[src/rtl/stopwatch_pkg.sv]
// Shared types and constants for the stopwatch display: FSM states and
// active-low seven-segment patterns ordered {g,f,e,d,c,b,a}.
package stopwatch_pkg;

    localparam int DIGITS = 4;

    typedef enum logic [1:0] {
        STOPPED = 2'd0,
        RUNNING = 2'd1,
        DONE    = 2'd2
    } sw_state_e;

    localparam logic [6:0] SEG_0     = 7'b1000000;
    localparam logic [6:0] SEG_1     = 7'b1111001;
    localparam logic [6:0] SEG_2     = 7'b0100100;
    localparam logic [6:0] SEG_3     = 7'b0110000;
    localparam logic [6:0] SEG_4     = 7'b0011001;
    localparam logic [6:0] SEG_5     = 7'b0010010;
    localparam logic [6:0] SEG_6     = 7'b0000010;
    localparam logic [6:0] SEG_7     = 7'b1111000;
    localparam logic [6:0] SEG_8     = 7'b0000000;
    localparam logic [6:0] SEG_9     = 7'b0010000;
    localparam logic [6:0] SEG_BLANK = 7'b1111111;

endpackage

[src/rtl/seg7_decode.sv]
// Combinational BCD to active-low seven-segment decoder; non-BCD codes
// produce a blank digit.
module seg7_decode
    import stopwatch_pkg::*;
(
    input  logic [3:0] bcd,
    output logic [6:0] seg
);

    always_comb begin
        seg = SEG_BLANK;
        case (bcd)
            4'd0:    seg = SEG_0;
            4'd1:    seg = SEG_1;
            4'd2:    seg = SEG_2;
            4'd3:    seg = SEG_3;
            4'd4:    seg = SEG_4;
            4'd5:    seg = SEG_5;
            4'd6:    seg = SEG_6;
            4'd7:    seg = SEG_7;
            4'd8:    seg = SEG_8;
            4'd9:    seg = SEG_9;
            default: seg = SEG_BLANK;
        endcase
    end

endmodule

[src/rtl/stopwatch_display.sv]
// MM:SS stopwatch with a multiplexed 4-digit seven-segment driver.
// Define LEADING_BLANK_EN to blank the minutes-tens digit when it is zero.
module stopwatch_display
    import stopwatch_pkg::*;
#(
    parameter int MAX_MIN = 59
) (
    input  logic       Clk,
    input  logic       Reset,
    input  logic       N_Clk1Hz,
    input  logic       N_Clk381Hz,
    input  logic       StartStop,
    input  logic       Clear,
    output logic [3:0] An,
    output logic [6:0] Seg,
    output logic       Dp,
    output logic       Running
);

    localparam logic [3:0] MAX_TENS = 4'(MAX_MIN / 10);
    localparam logic [3:0] MAX_ONES = 4'(MAX_MIN % 10);

    logic       clk1_prev_q, clk1_prev_d;
    logic       clk381_prev_q, clk381_prev_d;
    logic       ss_prev_q, ss_prev_d;
    sw_state_e  state_q, state_d;
    logic [3:0] sec_ones_q, sec_ones_d;
    logic [3:0] sec_tens_q, sec_tens_d;
    logic [3:0] min_ones_q, min_ones_d;
    logic [3:0] min_tens_q, min_tens_d;
    logic [1:0] idx_q, idx_d;
    logic       lit_q, lit_d;
    logic [3:0] an_q, an_d;
    logic [6:0] seg_q, seg_d;
    logic       dp_q, dp_d;
    logic       running_q, running_d;

    logic       tick1, tick381, ss_edge, at_max;
    logic [3:0] so_inc, st_inc, mo_inc, mt_inc;
    logic [3:0] digit_val;
    logic [6:0] dec_seg, sel_seg;

    assign tick1   = N_Clk1Hz & ~clk1_prev_q;
    assign tick381 = N_Clk381Hz & ~clk381_prev_q;
    assign ss_edge = StartStop & ~ss_prev_q;
    assign at_max  = (min_tens_q == MAX_TENS) && (min_ones_q == MAX_ONES) &&
                     (sec_tens_q == 4'd5) && (sec_ones_q == 4'd9);

    always_comb begin
        so_inc = sec_ones_q + 4'd1;
        st_inc = sec_tens_q;
        mo_inc = min_ones_q;
        mt_inc = min_tens_q;
        if (sec_ones_q == 4'd9) begin
            so_inc = 4'd0;
            st_inc = sec_tens_q + 4'd1;
            if (sec_tens_q == 4'd5) begin
                st_inc = 4'd0;
                mo_inc = min_ones_q + 4'd1;
                if (min_ones_q == 4'd9) begin
                    mo_inc = 4'd0;
                    mt_inc = min_tens_q + 4'd1;
                end
            end
        end
    end

    // Clear overrides everything; a stop request coinciding with a tick
    // still lets the tick land first.
    always_comb begin
        state_d    = state_q;
        sec_ones_d = sec_ones_q;
        sec_tens_d = sec_tens_q;
        min_ones_d = min_ones_q;
        min_tens_d = min_tens_q;
        if (Clear) begin
            state_d    = STOPPED;
            sec_ones_d = 4'd0;
            sec_tens_d = 4'd0;
            min_ones_d = 4'd0;
            min_tens_d = 4'd0;
        end else begin
            case (state_q)
                STOPPED: begin
                    if (ss_edge) state_d = RUNNING;
                end
                RUNNING: begin
                    if (tick1 && at_max) begin
                        state_d = DONE;
                    end else begin
                        if (tick1) begin
                            sec_ones_d = so_inc;
                            sec_tens_d = st_inc;
                            min_ones_d = mo_inc;
                            min_tens_d = mt_inc;
                        end
                        if (ss_edge) state_d = STOPPED;
                    end
                end
                DONE:    state_d = DONE;
                default: state_d = STOPPED;
            endcase
        end
    end

    always_comb begin
        clk1_prev_d   = N_Clk1Hz;
        clk381_prev_d = N_Clk381Hz;
        ss_prev_d     = StartStop;
        idx_d         = idx_q + 2'(tick381);
        lit_d         = lit_q | tick381;
    end

    always_comb begin
        digit_val = sec_ones_q;
        case (idx_q)
            2'd0: digit_val = sec_ones_q;
            2'd1: digit_val = sec_tens_q;
            2'd2: digit_val = min_ones_q;
            2'd3: digit_val = min_tens_q;
            default: digit_val = sec_ones_q;
        endcase
    end

    seg7_decode u_decode (
        .bcd (digit_val),
        .seg (dec_seg)
    );

    always_comb begin
        sel_seg = dec_seg;
`ifdef LEADING_BLANK_EN
        if ((idx_q == 2'd3) && (min_tens_q == 4'd0)) sel_seg = SEG_BLANK;
`endif
        an_d      = 4'b1111;
        seg_d     = SEG_BLANK;
        dp_d      = 1'b1;
        running_d = (state_q == RUNNING);
        // Display stays dark until the first refresh tick after reset.
        if (lit_q) begin
            an_d  = ~(4'b0001 << idx_q);
            seg_d = sel_seg;
            dp_d  = (idx_q != 2'd2);
        end
    end

    always_ff @(posedge Clk or posedge Reset) begin
        if (Reset) begin
            clk1_prev_q   <= 1'b0;
            clk381_prev_q <= 1'b0;
            ss_prev_q     <= 1'b0;
            state_q       <= STOPPED;
            sec_ones_q    <= 4'd0;
            sec_tens_q    <= 4'd0;
            min_ones_q    <= 4'd0;
            min_tens_q    <= 4'd0;
            idx_q         <= 2'd0;
            lit_q         <= 1'b0;
            an_q          <= 4'b1111;
            seg_q         <= SEG_BLANK;
            dp_q          <= 1'b1;
            running_q     <= 1'b0;
        end else begin
            clk1_prev_q   <= clk1_prev_d;
            clk381_prev_q <= clk381_prev_d;
            ss_prev_q     <= ss_prev_d;
            state_q       <= state_d;
            sec_ones_q    <= sec_ones_d;
            sec_tens_q    <= sec_tens_d;
            min_ones_q    <= min_ones_d;
            min_tens_q    <= min_tens_d;
            idx_q         <= idx_d;
            lit_q         <= lit_d;
            an_q          <= an_d;
            seg_q         <= seg_d;
            dp_q          <= dp_d;
            running_q     <= running_d;
        end
    end

    assign An      = an_q;
    assign Seg     = seg_q;
    assign Dp      = dp_q;
    assign Running = running_q;

endmodule
[config.mk]
export PLATFORM = sky130hd
export DESIGN_NAME = stopwatch_display
export DESIGN_NICKNAME = d
export VERILOG_FILES = /design/src/rtl/stopwatch_pkg.sv /design/src/rtl/seg7_decode.sv /design/src/rtl/stopwatch_display.sv
export SDC_FILE = /design/constraint.sdc
export NUM_CORES = 1
export LEC_CHECK = 0
export ABC_AREA = 0
export ABC_CLOCK_PERIOD_IN_PS = 1900
export BUFFER_PORTS_ARGS = -buffer_cell sky130_fd_sc_hd__buf_4
export CORE_ASPECT_RATIO = 2
export CORE_MARGIN = 1
export CORE_UTILIZATION = 45
export DETAILED_ROUTE_END_ITERATION = 6
export PLACE_DENSITY = 0.72
export RECOVER_POWER = 50
export SLEW_MARGIN = 15
export SYNTH_ARGS = -nofsm -noshare
export SYNTH_HDL_FRONTEND = slang
export SYNTH_SLANG_ARGS = --single-unit
[constraint.sdc]
create_clock -name Clk -period 1.9 [get_ports Clk]
set_clock_uncertainty 0.2 [all_clocks]
set_input_delay 0.475 -clock Clk [delete_from_list [all_inputs] [get_ports Clk]]
set_output_delay 0.475 -clock Clk [all_outputs]
set_load 0.03 [all_outputs]
==> impl_metrics.ini, run 1 <==
[status]
status = finished with violations
failed_checks = negative setup slack

[detailed_routing]
via_per_inst = 5.52
via_count = 1634
antenna_left = 0
postRouteWirelength_mm = 4.56
post_drt_wl_per_cell_um = 15.4
drc = 0
first_pass_iters = 4
drtIter0Drc = 24

[synth]
synth_edf_count = 0
ys_async_sr_fraction = 1.00
synth_seq_cells = 36
yosysSeqAreaShare = 0.467
yosysTopAreaCell = dfrtp_1
syn_avg_cell_area_um2 = 10.5
yosys_warnings = 0
synth.most_common_cell = dfrtp_1
netlist_area_um2 = 1960
synth_cells = 186
synth_commonest_cells = dfrtp_1, nand2_1, a21oi_1
yosys-top-cells-area = dfrtp_1, dfstp_2, ha_1
syn-num-nets = 204
synth_top_area_frac = 0.319
synth_cell_types = 47
synthFlopType = dfrtp_1

[min_path]
hold_start = N_Clk381Hz
hp-class = in -> reg

[worst_setup_path]
crit_path_cell_trace = mux4_2, or2_4, o311a_1, nand2_1
critPathCaptureType = register
crit_fanout = 5
crit_arrival_ns = 1.95
critPathKind = reg -> reg
reg2reg_from = idx_q[0]
crit_buf_inv = 0
critPathLaunch = idx_q[0]
critPathMaxStageDelay_ns = 0.58
critPathRequiredTime_ns = 1.94
worstSetupStartpointType = register
critical-path-top-delay-family = multiplexers
cp_slowest_cell = mux4_2

[cts]
cts-root-buf = clkbuf_8
htree_levels = 2
cts_tree = yes
hold_buffers = 0
cts.clk_slew.worst_paths_ns = 0.07
cts_buffers = 5
clk_latency_ns = 0.29
clock_sinks = 36
cts.path.max_buffers = 2

[final_layout]
fin_nets = 261
fill_cells = 315
drive_gt1_frac = 0.500
n_antenna_cell = 0
syn2layout_area_growth_pct = 38.8
design_area_um2 = 2720

[power]
seqPwrFrac = 0.451
pwr-share-clk = 0.363
p_leak_nw = 1.24
total_power_mw = 2.05
p_sw_frac = 0.266
cell_internal_pwr_mw = 1.51
vdd_ir_drop_max_mv = 0.705
combPwrFrac = 0.186
switchingPower_mw = 0.545
cellPowerDensity_nw_per_um2 = 755

[global_route]
grt_pass1_wl_mm = 7.07
use_met1 = 0.187
met3_usage = 0.0399
overflow = 0
grt_use_total = 0.209
met2_usage = 0.405
busiest_layer = met2
grt_max_degree = 37
grt_pass1_vias = 1546
grt_antenna_before_repair = 0

[timing]
tns_ns = -0.0521
layout_min_cycle_time_ns = 1.91
worst_slew_pin_slew_ns = 0.880
fin_crit_sh = 1.01
rsz0062_at_grt = yes
finalHoldViolCount = 0
slew_viol_final = 0
slew_headroom = 0.414
fmax_ghz = 0.522
finalWorstSetupSlack_ns = -0.0148
setup_viol = 4

[placement]
placed_area_um2 = 2330
place_congestion = 0.843
io_buffer_count = 18
dp_hpwl_mm = 3.01

[floorplanning]
die-height_um = 95.3
start_util = 0.474
pin_count = 19
dieWidth_um = 48.6
core_area_um2 = 4130
num_rows = 33
die_area_um2 = 4640

[job]
cap_violations = 0
cells in the final DEF, fill, tap and decap left out, types with 2 or more instances in the layout:
cell,Yosys,layout
nor2_1,10,9
clkbuf_4,0,3
o21ai_0,11,10
or3_1,8,6
nor2b_1,3,3
or3_4,0,2
nand3_1,8,7
o31ai_1,5,2
a21oi_2,0,6
and3b_2,0,3
clkbuf_8,1,7
nand2_1,14,12
nand2_4,0,2
a21oi_1,13,7
or4_4,0,4
mux4_2,2,3
buf_6,1,4
nand3b_1,4,4
ha_1,12,10
inv_2,0,3
inv_1,11,8
ha_4,0,2
o31ai_2,0,2
dfrtp_2,0,2
a31oi_1,2,2
buf_4,1,51
nand2b_1,4,4
dfrtp_1,25,23
dfstp_2,11,11
cell type report:
| class | instances | area (um^2) | share of cell area |
|---|---|---|---|
| clock inverters | 1 | 30.0 | 0.0110 |
| repair buffers | 60 | 459 | 0.169 |
| inverters | 11 | 41.3 | 0.0152 |
| clock buffers | 7 | 96.3 | 0.0355 |
| well taps | 52 | 65.1 | 0.0239 |
| multi-input cells | 129 | 1110 | 0.408 |
| flip-flops and latches | 36 | 917 | 0.337 |
final timing paths:
kind,endpoint,slack [ns],cells past startpoint
worst max-delay path,Seg[3],-0.01,4
worst min-delay path,clk381_prev_q,0.11,1
worst max register to register,Seg[3],-0.01,4
worst min register to register,Running,0.39,2
max in group asynchronous,idx_q[0],0.66,3
min in group asynchronous,Running,0.24,3
power by group through the flow:
stage	Sequential, mW	Combinational, mW	Clock (mW)
after floorplan	0.996	0.232	0
after global placement	0.934	0.375	0
after detailed placement	0.937	0.381	0
after CTS	0.927	0.383	0.761
after global routing	0.937	0.404	0.798
final	0.926	0.381	0.743
timing repair:
action / in CTS / in global routing
endpoints found under the setup margin: 14 / 17
resized for setup: 15 / 33
pin swaps: 5 / 11
buffers inserted: 6 / 6
cloned: 0 / 1
cell families after synthesis:
group	Yosys count	share of synthesized area
AOI/OAI and AO/OA	37	0.114
muxes	6	0.0607
adders and majority gates	12	0.0767
and+or+nand+nor	71	0.217
buffers and inverters	22	0.0556
DFF	36	0.467
xor gates and xnor gates	2	0.00895
stage by stage:
| step | cells | util | setup slack (ns) | hold slack, ns |
|---|---|---|---|---|
| after global routing | 296 | 0.658 | -0.102 | 0.0963 |
| after global placement | 276 | 0.565 | -0.133 | 0.355 |
| after detailed placement | 276 | 0.565 | -0.165 | 0.361 |
| final | 296 | 0.658 | -0.0148 | 0.115 |
| after floorplan | 186 | - | -0.0133 | 0.262 |
| after CTS | 290 | 0.616 | -0.0245 | 0.0843 |
per-layer routing:
layer  part of all wire  vias to the layer above
li1                   -                      776
met1               0.35                      807
met2               0.58                       38
met3              0.026                       13
met4              0.043                        0
met5                  0                        -
registers in the layout (all words and copies together) (netlist names):
register	count
Seg	7
clk381_prev_q	1
sec_tens_q	4
sec_ones_q	4
Running	1
ss_prev_q	1
min_tens_q	4
state_q	2
idx_q	2
lit_q	1
clk1_prev_q	1
An	4
min_ones_q	4
No activity file was read; power rests on OpenSTA's default activity.
==> inputs of run 2 (changes only) <==
PLACE_DENSITY = 0.64   (was 0.72)
==> run 2 against run 1 <==
  * The run still ends with negative setup slack left
  * Largest power group unchanged
  * Critical endpoint is now min_tens_q[1]
  * Largest cell class unchanged
  * First-iteration DRC count up 8.3%
  * Power down 9.8%
  * Register-to-register slack worse by 0.02 ns
  * Global-route usage down 0.16 points
==> impl_metrics.ini, run 2 (synthesized netlist as in run 1, its figures left out) <==
[worst_setup_path]
critPathKind = reg -> reg
r2r_slack_ns = -0.03
crit_buf_inv = 1
critPathRequiredTime_ns = 1.93
critical-path-top-delay-family = simple AND/OR/NAND/NOR gates
crit_path_cell_trace = inv_1, ha_2, and3b_2, nand2_4, or4_1, a21oi_1
critPathCaptureType = register
reg2reg_from = min_ones_q[1]
critPathMaxStageDelay_ns = 0.50
crit_fanout = 7
cp_slowest_cell = or4_1
crit_end = min_tens_q[1]
r2r-end = min_tens_q[1]
worstSetupStartpointType = register
path_depth = 6
critPathLaunch = min_ones_q[1]
rr_worst_depth = 6
crit_arrival_ns = 1.96

[floorplanning]
num_rows = 33
die-height_um = 95.3
core_area_um2 = 4130
start_util = 0.474
die_area_um2 = 4640
pin_count = 19
dieWidth_um = 48.6

[detailed_routing]
post_drt_wl_per_cell_um = 15.6
via_count = 1644
drtIter0Drc = 26
drc = 0
antenna_left = 0
postRouteWirelength_mm = 4.59
first_pass_iters = 4
via_per_inst = 5.57

[placement]
io_buffer_count = 18
dp_hpwl_mm = 3.19
place_congestion = 0.858
post-place-ws_ns = -0.181
place_inst = 276

[power]
pwr-share-clk = 0.294
cell_internal_pwr_mw = 1.30
total_power_mw = 1.85
seqPwrFrac = 0.499
combPwrFrac = 0.207
cellPowerDensity_nw_per_um2 = 705
switchingPower_mw = 0.555
p_leak_nw = 1.23
p_sw_frac = 0.300
vdd_ir_drop_max_mv = 0.636

[cts]
htree_levels = 2
cts-root-buf = clkbuf_8
cts_tree = yes
cts.clk_slew.worst_paths_ns = 0.08
cts_buffers = 5
hold_buffers = 0
cts.path.max_buffers = 2
clock_sinks = 36
clk_latency_ns = 0.30

[timing]
layout_min_cycle_time_ns = 1.93
finalHoldViolCount = 0
setup_viol = 6
finalWorstSetupSlack_ns = -0.0341
fmax_ghz = 0.517
slew_viol_final = 0
rsz0062_at_grt = yes
fin_crit_sh = 1.02
slew_headroom = 0.408
worst_slew_pin_slew_ns = 0.887

[min_path]
hp-class = in -> reg
hold_start = N_Clk381Hz

[global_route]
grt_pass1_vias = 1670
grt_max_degree = 37
grt_pass1_wl_mm = 7.16
grt_antenna_before_repair = 0
grt_use_total = 0.208
overflow = 0

[final_layout]
largest_reg_flops = 7
fin_nets = 260
utilization = 0.636
drive_gt1_frac = 0.453
n_antenna_cell = 0
finalNonFillerCells = 295
syn2layout_area_growth_pct = 34.1
final_cell_mix = buf_4, dfrtp_1, dfstp_2, nand2_1
mostFrequentLayoutCell = buf_4

[status]
failed_checks = negative setup slack
status = finished with violations

[job]
cap_violations = 0
==> run 2: power by group through the flow <==
stage / combinational [mW] / sequential (mW) / clock [mW]
after floorplan: 0.232 / 0.996 / 0
after global placement: 0.378 / 0.934 / 0
after detailed placement: 0.382 / 0.937 / 0
after CTS: 0.385 / 0.926 / 0.560
after global routing: 0.404 / 0.934 / 0.601
final: 0.382 / 0.923 / 0.545
==> run 2: area by class of cell <==
cell class	count	area, um^2
Fill cell	364	1500
Clock buffer	5	68.8
Timing Repair Buffer	60	460
Inverter	11	41.3
Tap cell	52	65.1
Sequential cell	36	916
Multi-Input combinational cell	128	1050
Clock inverter	3	18.8
==> run 2: worst min path at each step <==
stage                          endpoint  cells after the start
after floorplan                 Running                      1
after global placement          Running                      2
after detailed placement        Running                      2
after CTS                 clk381_prev_q                      1
after global routing      clk381_prev_q                      1
final                     clk381_prev_q                      1
==> run 2: per-layer routing <==
metal | part of all wire | up-vias | track usage
met1 | 0.36 | 829 | 0.192
met5 | 0 | - | 0
met2 | 0.60 | 32 | 0.419
li1 | - | 772 | -
met3 | 0.022 | 11 | 0.0383
met4 | 0.024 | 0 | 0.103
==> run 2: repair_timing <==
action	CTS	global route
setup buffers	4	8
pin swaps	2	12
endpoints found under the hold margin	0	0
gates cloned	0	0
gates resized for setup	13	27
endpoints found under the setup margin	14	17
==> run 2: stage by stage <==
step	instance area, um^2	hold WS, ns	TNS, ns
floorplan	1970	0.262	-0.0495
finish	2630	0.115	-0.113
detailed placement	2330	0.367	-1.45
global route	2630	0.0989	-1.21
CTS	2480	0.0855	-0.0646
global placement	2330	0.362	-0.905
==> inputs of run 3 (changes only) <==
BUFFER_PORTS_ARGS = -buffer_cell sky130_fd_sc_hd__clkbuf_2   (was -buffer_cell sky130_fd_sc_hd__buf_4)
==> run 3 against run 2 <==
  * The flow still finishes with violations (negative setup slack)
  * Clock-buffer cell count unchanged
  * Clock power up 25%
  * Critical path depth unchanged
  * Worst hold slack got worse by 0.017 ns
  * Worst setup slack better by 0.0020 ns
  * Global-route usage rose by 2.1 points
  * Power rose by 6.2%
  * Die area is the same
  * Core utilization increased by 1.6 points
  * Critical path type unchanged
  * Highest routed layer unchanged
==> impl_metrics.ini, run 3 (synthesized netlist as in run 1, its figures left out) <==
[status]
status = finished with violations
failed_checks = negative setup slack

[detailed_routing]
via_per_inst = 5.66
postRouteWirelength_mm = 4.95
first_pass_iters = 4
via_count = 1691
drtIter0Drc = 33
antenna_left = 0
drc = 0
post_drt_wl_per_cell_um = 16.6

[cts]
cts_buffers = 5
cts.clk_slew.worst_paths_ns = 0.08
cts_tree = yes
clk_latency_ns = 0.29
clock_sinks = 36
cts.path.max_buffers = 2
htree_levels = 2
cts-root-buf = clkbuf_8

[placement]
post-place-ws_ns = -0.158
place_congestion = 0.900
place_inst = 280
dp_hpwl_mm = 3.37
io_buffer_count = 18

[worst_setup_path]
crit_path_cell_trace = inv_1, ha_2, and3b_2, buf_6, or4_1, a21oi_1
cp_slowest_cell = or4_1
critPathCaptureType = register
crit_fanout = 5
critPathKind = reg -> reg
crit_arrival_ns = 1.95
worstSetupStartpointType = register
r2r_slack_ns = -0.03
critPathMaxStageDelay_ns = 0.52
critPathRequiredTime_ns = 1.92
critical-path-top-delay-family = simple AND/OR/NAND/NOR gates
crit_buf_inv = 2

[global_route]
grt_max_degree = 21
grt_use_total = 0.229
grt_pass1_wl_mm = 7.91
grt_pass1_vias = 1750
grt_antenna_before_repair = 0
overflow = 0

[timing]
fin_crit_sh = 1.02
finalWorstSetupSlack_ns = -0.0321
setup_viol = 9
fmax_ghz = 0.518
slew_headroom = 0.661
slew_viol_final = 0
finalHoldViolCount = 0
rsz0062_at_grt = yes
worst_slew_pin_slew_ns = 0.509
layout_min_cycle_time_ns = 1.93

[final_layout]
drive_gt1_frac = 0.514
largest_reg_flops = 7
syn2layout_area_growth_pct = 37.4
mostFrequentLayoutCell = buf_4
final_cell_mix = buf_4, dfrtp_1, clkbuf_2
fin_nets = 264
finalNonFillerCells = 299
n_antenna_cell = 0

[floorplanning]
pin_count = 19
die-height_um = 95.3
core_area_um2 = 4130
num_rows = 33
start_util = 0.474
die_area_um2 = 4640
dieWidth_um = 48.6

[power]
p_leak_nw = 1.23
cellPowerDensity_nw_per_um2 = 730
total_power_mw = 1.96
vdd_ir_drop_max_mv = 0.857

[job]
cap_violations = 0

[min_path]
hp-class = in -> reg
run 3: cell types whose count changed in the layout (fill, tap and decap cells not counted), moves of 4 or more:
cell	previous run	this run
a21oi_2	3	9
or3_4	0	4
clkbuf_2	1	19
a21oi_1	10	4
buf_4	49	35
or3_1	8	4
run 3: layout make-up:
cell class / count / area [um^2]
clock buffers: 5 / 68.8
clock inverters: 3 / 42.5
fillers: 338 / 1440
inverters: 11 / 41.3
multi-input cells: 128 / 1100
flip-flops and latches: 36 / 917
well taps: 52 / 65.1
repair buffers: 64 / 454
run 3: power breakdown:
part           total [mW]  leakage [nW]  switching (mW)  internal [mW]
clock               0.679        0.0541           0.290          0.388
sequential          0.922         0.443          0.0571          0.865
combinational       0.364         0.730           0.213          0.151
run 3: final timing paths:
check	from	to	cells past startpoint
setup / recovery	sec_tens_q[1]	sec_tens_q[3]	6
hold reg to reg	state_q[1]	Running	1
hold / removal	N_Clk381Hz	clk381_prev_q	1
max in group asynchronous	Reset	min_tens_q[0]	4
setup reg to reg	sec_tens_q[1]	sec_tens_q[3]	6
min in group asynchronous	Reset	idx_q[1]	4
run 3: layer usage:
layer	track usage	part of all wire	up-vias
met5	0	0	-
met4	0.100	0.027	0
met3	0.0399	0.039	13
met2	0.464	0.60	55
met1	0.215	0.33	843
li1	-	-	780
run 3: per-stage QoR:
| step | hold WS (ns) | util | setup TNS [ns] | area [um^2] |
|---|---|---|---|---|
| global placement | 0.293 | 0.561 | -0.891 | 2320 |
| CTS | 0.0912 | 0.606 | -0.0731 | 2500 |
| global route | 0.0828 | 0.652 | -1.54 | 2690 |
| floorplan | 0.262 | - | -0.0495 | 1970 |
| detailed placement | 0.297 | 0.561 | -1.64 | 2320 |
| finish | 0.0983 | 0.652 | -0.134 | 2690 |
run 3: timing repair:
| item | in CTS | in global routing |
|---|---|---|
| hold buffers | 1 | 0 |
| buffers inserted | 5 | 5 |
| setup endpoints to repair | 19 | 23 |
| endpoints found under the hold margin | 12 | 0 |
| pin swaps | 3 | 15 |
| gates resized for setup | 14 | 41 |
